## config.mk

```make
export PLATFORM = sky130hd
export DESIGN_NAME = bg_sar_trim_ctrl
export DESIGN_NICKNAME = d
export VERILOG_FILES = /design/src/rtl/bg_sar_trim_ctrl.sv
export SDC_FILE = /design/constraint.sdc
export NUM_CORES = 1
export LEC_CHECK = 0
export CAP_MARGIN = 20
export CELL_PAD_IN_SITES_DETAIL_PLACEMENT = 0
export CELL_PAD_IN_SITES_GLOBAL_PLACEMENT = 1
export CORE_AREA = 2 2 83 85
export CTS_CLUSTER_SIZE = 8
export DETAILED_ROUTE_END_ITERATION = 10
export DIE_AREA = 0 0 85 87
export GPL_TIMING_DRIVEN = 0
export PLACE_DENSITY_LB_ADDON = 0.1
export REMOVE_ABC_BUFFERS = 1
export SYNTH_ARGS = -nofsm -noshare
export SYNTH_HDL_FRONTEND = slang
export SYNTH_SLANG_ARGS = --single-unit
```

## constraint.sdc

```tcl
create_clock -name clk -period 3.05 [get_ports clk]
set_input_delay 0.915 -clock clk [delete_from_list [all_inputs] [get_ports clk]]
set_output_delay 0.915 -clock clk [all_outputs]
set_load 0.005 [all_outputs]
```

## src/rtl/bg_sar_trim_ctrl.sv

```systemverilog
// Bandgap power-up sequencer and SAR trim loop for idacCoarse.
// Optional macro CMP_CHOP_EN: two comparator passes per bit, the second with inputs swapped.
module bg_sar_trim_ctrl #(
  parameter int IDAC_W     = 8,
  parameter int NDIODE     = 8,
  parameter int PWRUP_CYC  = 64,
  parameter int AZ_CYC     = 8,
  parameter int SETTLE_CYC = 16,
  parameter logic [IDAC_W-1:0] FINE_INIT = IDAC_W'(1 << (IDAC_W - 1))
) (
  input  logic              clk,
  input  logic              reset,
  input  logic              start,
  input  logic              cmpo,
  output logic              busy,
  output logic              done,
  output logic [IDAC_W-1:0] trimCode,
  output logic              pwrup,
  output logic [IDAC_W-1:0] idacCoarse,
  output logic [IDAC_W-1:0] idacFine,
  output logic [NDIODE-1:0] diodeSelect,
  output logic [1:0]        c1,
  output logic [1:0]        c2,
  output logic              cmpZeroOffset,
  output logic              cmpSwapInput
);

  localparam int MAX_PA  = (PWRUP_CYC > AZ_CYC) ? PWRUP_CYC : AZ_CYC;
  localparam int MAX_CYC = (MAX_PA > SETTLE_CYC) ? MAX_PA : SETTLE_CYC;
  localparam int CNT_RAW = $clog2(MAX_CYC + 1);
  localparam int CNT_W   = (CNT_RAW < 2) ? 2 : CNT_RAW;
  localparam int BIT_W   = (IDAC_W > 1) ? $clog2(IDAC_W) : 1;

  typedef enum logic [2:0] {
    S_IDLE, S_PWRUP, S_AZ, S_SMP_P, S_SMP_N, S_CMP, S_DONE
  } state_t;

  state_t             state, state_nxt;
  logic [CNT_W-1:0]   cnt, cnt_nxt;
  logic [BIT_W-1:0]   bit_idx, bit_nxt;
  logic [IDAC_W-1:0]  trial, trial_nxt;
  logic [IDAC_W-1:0]  trim_nxt;
  logic               cmpo_p0, cmpo_p1;
  logic               resolve, clr, busy_nxt;
`ifdef CMP_CHOP_EN
  logic               pass, pass_nxt;
  logic               res_a, res_a_nxt;
`endif

  always_comb begin
    state_nxt = state;
    cnt_nxt   = cnt;
    bit_nxt   = bit_idx;
    trial_nxt = trial;
    trim_nxt  = trimCode;
    resolve   = 1'b0;
    clr       = 1'b0;
`ifdef CMP_CHOP_EN
    pass_nxt  = pass;
    res_a_nxt = res_a;
`endif
    case (state)
      S_IDLE: if (start) begin
        state_nxt = S_PWRUP;
        cnt_nxt   = CNT_W'(PWRUP_CYC - 1);
        trial_nxt = IDAC_W'(1) << (IDAC_W - 1);
        bit_nxt   = BIT_W'(IDAC_W - 1);
`ifdef CMP_CHOP_EN
        pass_nxt  = 1'b0;
`endif
      end
      S_PWRUP: if (cnt == '0) begin
        state_nxt = S_AZ;
        cnt_nxt   = CNT_W'(AZ_CYC - 1);
      end else cnt_nxt = cnt - 1'b1;
      S_AZ: if (cnt == '0) begin
        state_nxt = S_SMP_P;
        cnt_nxt   = CNT_W'(SETTLE_CYC - 1);
      end else cnt_nxt = cnt - 1'b1;
      S_SMP_P: if (cnt == '0) begin
        state_nxt = S_SMP_N;
        cnt_nxt   = CNT_W'(SETTLE_CYC - 1);
      end else cnt_nxt = cnt - 1'b1;
      S_SMP_N: if (cnt == '0) begin
        state_nxt = S_CMP;
        cnt_nxt   = CNT_W'(2);
      end else cnt_nxt = cnt - 1'b1;
      S_CMP: if (cnt == '0) begin
`ifdef CMP_CHOP_EN
        if (!pass) begin
          pass_nxt  = 1'b1;
          res_a_nxt = cmpo_p1;
          state_nxt = S_SMP_P;
          cnt_nxt   = CNT_W'(SETTLE_CYC - 1);
        end else begin
          // Only a consistent "too high" across both input polarities clears the bit.
          pass_nxt = 1'b0;
          resolve  = 1'b1;
          clr      = res_a & ~cmpo_p1;
        end
`else
        resolve = 1'b1;
        clr     = cmpo_p1;
`endif
      end else cnt_nxt = cnt - 1'b1;
      S_DONE: state_nxt = S_IDLE;
      default: state_nxt = S_IDLE;
    endcase

    if (resolve) begin
      if (clr) trial_nxt[bit_idx] = 1'b0;
      if (bit_idx == '0) begin
        state_nxt = S_DONE;
        trim_nxt  = trial_nxt;
      end else begin
        bit_nxt            = bit_idx - 1'b1;
        trial_nxt[bit_nxt] = 1'b1;
        state_nxt          = S_SMP_P;
        cnt_nxt            = CNT_W'(SETTLE_CYC - 1);
      end
    end

    busy_nxt = (state_nxt != S_IDLE) && (state_nxt != S_DONE);
  end

  always_ff @(posedge clk) begin
    if (reset) begin
      state         <= S_IDLE;
      cnt           <= '0;
      bit_idx       <= '0;
      trial         <= '0;
      cmpo_p0       <= 1'b0;
      cmpo_p1       <= 1'b0;
      busy          <= 1'b0;
      done          <= 1'b0;
      trimCode      <= '0;
      pwrup         <= 1'b0;
      idacCoarse    <= '0;
      idacFine      <= '0;
      diodeSelect   <= '0;
      c1            <= 2'b00;
      c2            <= 2'b00;
      cmpZeroOffset <= 1'b0;
      cmpSwapInput  <= 1'b0;
`ifdef CMP_CHOP_EN
      pass          <= 1'b0;
      res_a         <= 1'b0;
`endif
    end else begin
      // comparator synchroniser stages p0 -> p1
      cmpo_p0       <= cmpo;
      cmpo_p1       <= cmpo_p0;
      state         <= state_nxt;
      cnt           <= cnt_nxt;
      bit_idx       <= bit_nxt;
      trial         <= trial_nxt;
      trimCode      <= trim_nxt;
      busy          <= busy_nxt;
      done          <= (state_nxt == S_DONE);
      pwrup         <= (state_nxt != S_IDLE);
      idacCoarse    <= busy_nxt ? trial_nxt : trim_nxt;
      idacFine      <= (state_nxt != S_IDLE) ? FINE_INIT : '0;
      cmpZeroOffset <= (state_nxt == S_AZ);
      diodeSelect   <= (state_nxt == S_SMP_P) ? NDIODE'(1) :
                       (state_nxt == S_SMP_N) ? {NDIODE{1'b1}} : '0;
      c1            <= (state_nxt == S_SMP_P) ? 2'b11 :
                       (state_nxt == S_SMP_N || state_nxt == S_CMP) ? 2'b01 : 2'b00;
      c2            <= (state_nxt == S_SMP_N) ? 2'b11 :
                       (state_nxt == S_CMP) ? 2'b01 : 2'b00;
`ifdef CMP_CHOP_EN
      pass          <= pass_nxt;
      res_a         <= res_a_nxt;
      cmpSwapInput  <= pass_nxt && (state_nxt == S_SMP_P || state_nxt == S_SMP_N ||
                                    state_nxt == S_CMP);
`else
      cmpSwapInput  <= 1'b0;
`endif
    end
  end

endmodule
```

==> impl_metrics.csv <==
group,metric,value,unit
status,run_status,"complete, no violations",
global_routing,pin_count_of_the_biggest_net_entering_global_routing,42,
global_routing,globalRoute.totalOverflow,0,
clocking,clock_latency,0.31,ns
yosys,mappedNetlistArea,0.00247,mm²
placement,hpwlAfterDp,4110,µm
drt,firstDrtPassIters,4,
clocking,clkSinkCount,49,
flow_run,drv.max_cap_violation_count,0,
sta,max_clock_freq,357,MHz
drt,detail_route.iter0.violations,107,
power,fin_total_pwr,0.00150,W
placement,portBuffers,36,
sta,timing.setup.tns,0,ns
clocking,tritoncts_clock_tree,"built",
yosys,synth.area.top_cells,"dfxtp_1 (40%), buf_4 (4.6%), nor2_1 (3.9%)",
global_routing,grt_antenna_before_repair,0,
sta,final-max-slew-violation-count,0,
worst_setup_path,worstRegToRegCells,11,
power,powerDensity,523,mW/mm²
layout,drive_gt1_share,7.47,%
yosys,ys.flop_type,"dfxtp_1",
drt,drt-vias-per-instance,5.34,
layout,stdcell_count,388,
worst_setup_path,r2r-start,"cnt[0]",
floorplan,std_cell_rows,30,
clocking,inserted_clock_buffers,5,
placement,dpl.cell_count,380,
yosys,number_of_library_cell_types_mapped_by_synthesis,58,
yosys,synth_top_cell_by_area,"dfxtp_1",
layout,antenna_cells_inserted,0,
worst_setup_path,worst-r2r-setup-slack,0.44,ns
sta,final-setup-viol-count,0,
global_routing,first_global_vias,1969,
floorplan,design.die.area,0.00740,mm²
global_routing,global_route.usage.total,17.2,%
floorplan,fp.coreArea,0.00657,mm²
drt,route.vias.total,2072,
floorplan,die_height,87,µm
yosys,synth_enable_flop_cells,0,
layout,layout_commonest_cell,"dfxtp_1",
clocking,cts-root-buf,"clkbuf_8",
min_path,worst_hold_path_type,"flop to flop",
yosys,synth-seq-cells,49,
sta,worst_pin_slew,0.909,ns
drt,wirelength,6000,µm
worst_setup_path,cp_max_fo,13,
floorplan,die-width,85,µm
yosys,syn-mean-instance-area,8.52,µm²
layout,num-nets-final,316,
worst_setup_path,rr_endpoint,"cnt[0]",
yosys,synth_top_area_share,39.7,%
sta,final-hold-violation-count,0,
layout,flow.area_growth_from_synthesis,15.8,%
worst_setup_path,cp_data_required_time,3.21,ns
power,vdd.ir_drop.worst,0.297,mV
drt,drt_drc_violations_left,0,
drt,drt.antenna.violating_nets,0,
worst_setup_path,arrival_time_of_data_at_the_critical_path_endpoint,2.95,ns
yosys,async_flop_share,0,%
yosys,synth-seq-area-share,39.7,%
placement,gp_weighted_congestion,0.760,
clocking,cts_htree_levels,2,
worst_setup_path,startpoint_type,"primary input",
sta,period_needed,2.80,ns
yosys,synth_warn,0,
layout,num-fill-cells,673,
sta,max-slew-margin-rel,39.4,%
worst_setup_path,worst_setup_path_endpoint,"idacCoarse[0]",
layout,mostFrequentLayoutCells,"dfxtp_1 (49), clkdlybuf4s50_1 (35), nor2_1 (26)",
clocking,post-cts-setup-buffers,0,
clocking,buffer_depth_of_the_longest_clock_path,2,
yosys,post_synth_inst_count,290,
global_routing,grt_first_pass_wirelength,10300,µm
floorplan,top_level_ports,45,
sta,rsz_0062_raised_after_global_routing,"no",
power,power.leakage,1.02,nW
floorplan,floorplan.initialDensity,37.6,%
sta,final.setup_skew,0.00898,ns
worst_setup_path,timing_worst_setup_path_type,"primary input to flop",
clocking,cts_hold_buffers,0,
worst_setup_path,endpoint_kind,"flop",
layout,fin_util,43.6,%
drt,wire_per_inst,15.5,µm
worst_setup_path,worstSetupStartpoint,"start",
sta,period_share,91.8,%
clocking,clkTransAtPathRegs,0.09,ns
synthesized netlist by cell type, drive strengths merged, types with 2 or more instances:
| library cell | n |
|---|---|
| a31oi | 5 |
| a21oi | 19 |
| nand3 | 6 |
| o21ai | 16 |
| or4b | 2 |
| o211a | 2 |
| a311oi | 2 |
| nand2 | 20 |
| ha | 5 |
| nor2b | 7 |
| inv | 8 |
| buf | 23 |
| and3b | 2 |
| a211o | 2 |
| nor4 | 6 |
| nand2b | 3 |
| clkbuf | 11 |
| and2 | 4 |
| a211oi | 6 |
| a2bb2oi | 7 |
| a21o | 2 |
| or3 | 4 |
| xor2 | 2 |
| nor2 | 27 |
| mux2i | 2 |
| dfxtp | 49 |
| o2111ai | 4 |
| nor3 | 14 |
| o22a | 3 |
| a221oi | 2 |
| nand3b | 3 |
| nand4 | 3 |
| o31ai | 2 |
power by group:
part           internal, W  total, W  leakage (nW)  switching [W]
Sequential        0.000685  0.000742         0.401      0.0000570
Clock             0.000163  0.000398        0.0445       0.000235
Combinational     0.000155  0.000357         0.570       0.000202
per-stage QoR:
step                      worst slack (ns)  instance area (µm²)  hold slack, ns
after floorplan                      0.450                 2290           0.414
after global placement               -1.22                 2750           0.418
after detailed placement           -0.0700                 2770           0.446
after CTS                            0.219                 2860           0.462
after global routing                 0.103                 2860           0.481
final                                0.251                 2860           0.460
worst min-delay path by stage:
| stage | startpoint | to | slack, ns | cells past startpoint |
|---|---|---|---|---|
| floorplan | cmpo_p0 | cmpo_p1 | 0.41 | 1 |
| global placement | cmpo_p0 | cmpo_p1 | 0.42 | 1 |
| detailed placement | cmpo_p0 | cmpo_p1 | 0.45 | 1 |
| CTS | cmpo_p0 | cmpo_p1 | 0.46 | 1 |
| global route | cmpo_p0 | cmpo_p1 | 0.48 | 1 |
| finish | cmpo_p0 | cmpo_p1 | 0.46 | 1 |
worst max-delay path: stages:
cell and delay, ns:
clkdlybuf4s50_1 0.58, or4b_2 0.81, and2_1 0.24, o2111ai_1 0.10, a21oi_1 0.12, a2bb2oi_1 0.17
area by class of cell:
cell class / instances / area, µm² / area share [%]
Tap cell: 80 / 100 / 3.50
Sequential cell: 49 / 981 / 34.3
Clock buffer: 5 / 68.8 / 2.40
Timing Repair Buffer: 37 / 363 / 12.7
Clock inverter: 3 / 21.3 / 0.743
Inverter: 8 / 30.0 / 1.05
Multi-Input combinational cell: 206 / 1300 / 45.3
flip-flops by register name (all words and copies together), names as in the netlist:
register	count
cmpo_p1	1
cmpo_p0	1
state	3
trial	8
trimCode	8
idacFine	1
idacCoarse	8
bit_idx	3
c2	2
done	1
diodeSelect	2
busy	1
cnt	7
cmpZeroOffset	1
c1	2
repair_timing:
item,in CTS,in global routing
resized for setup,0,1
hold endpoints to repair,0,0
endpoints found under the setup margin,0,1
cells by family after synthesis:
group / after synthesis / share of synthesized area [%]
flops: 49 / 39.7
buf+inv: 42 / 9.52
other cells: 1 / 0.152
simple gates: 108 / 24.0
compound gates: 80 / 22.2
fa+ha+maj: 5 / 2.53
mux: 2 / 0.810
xor+xnor: 3 / 1.06
metal layers:
metal	share of wire, %	track usage [%]
met1	50	23.9
met3	3.7	3.32
met4	1.9	6.20
met5	0	0
met2	44	26.7
Note: power is estimated with default switching activity, not from simulation.
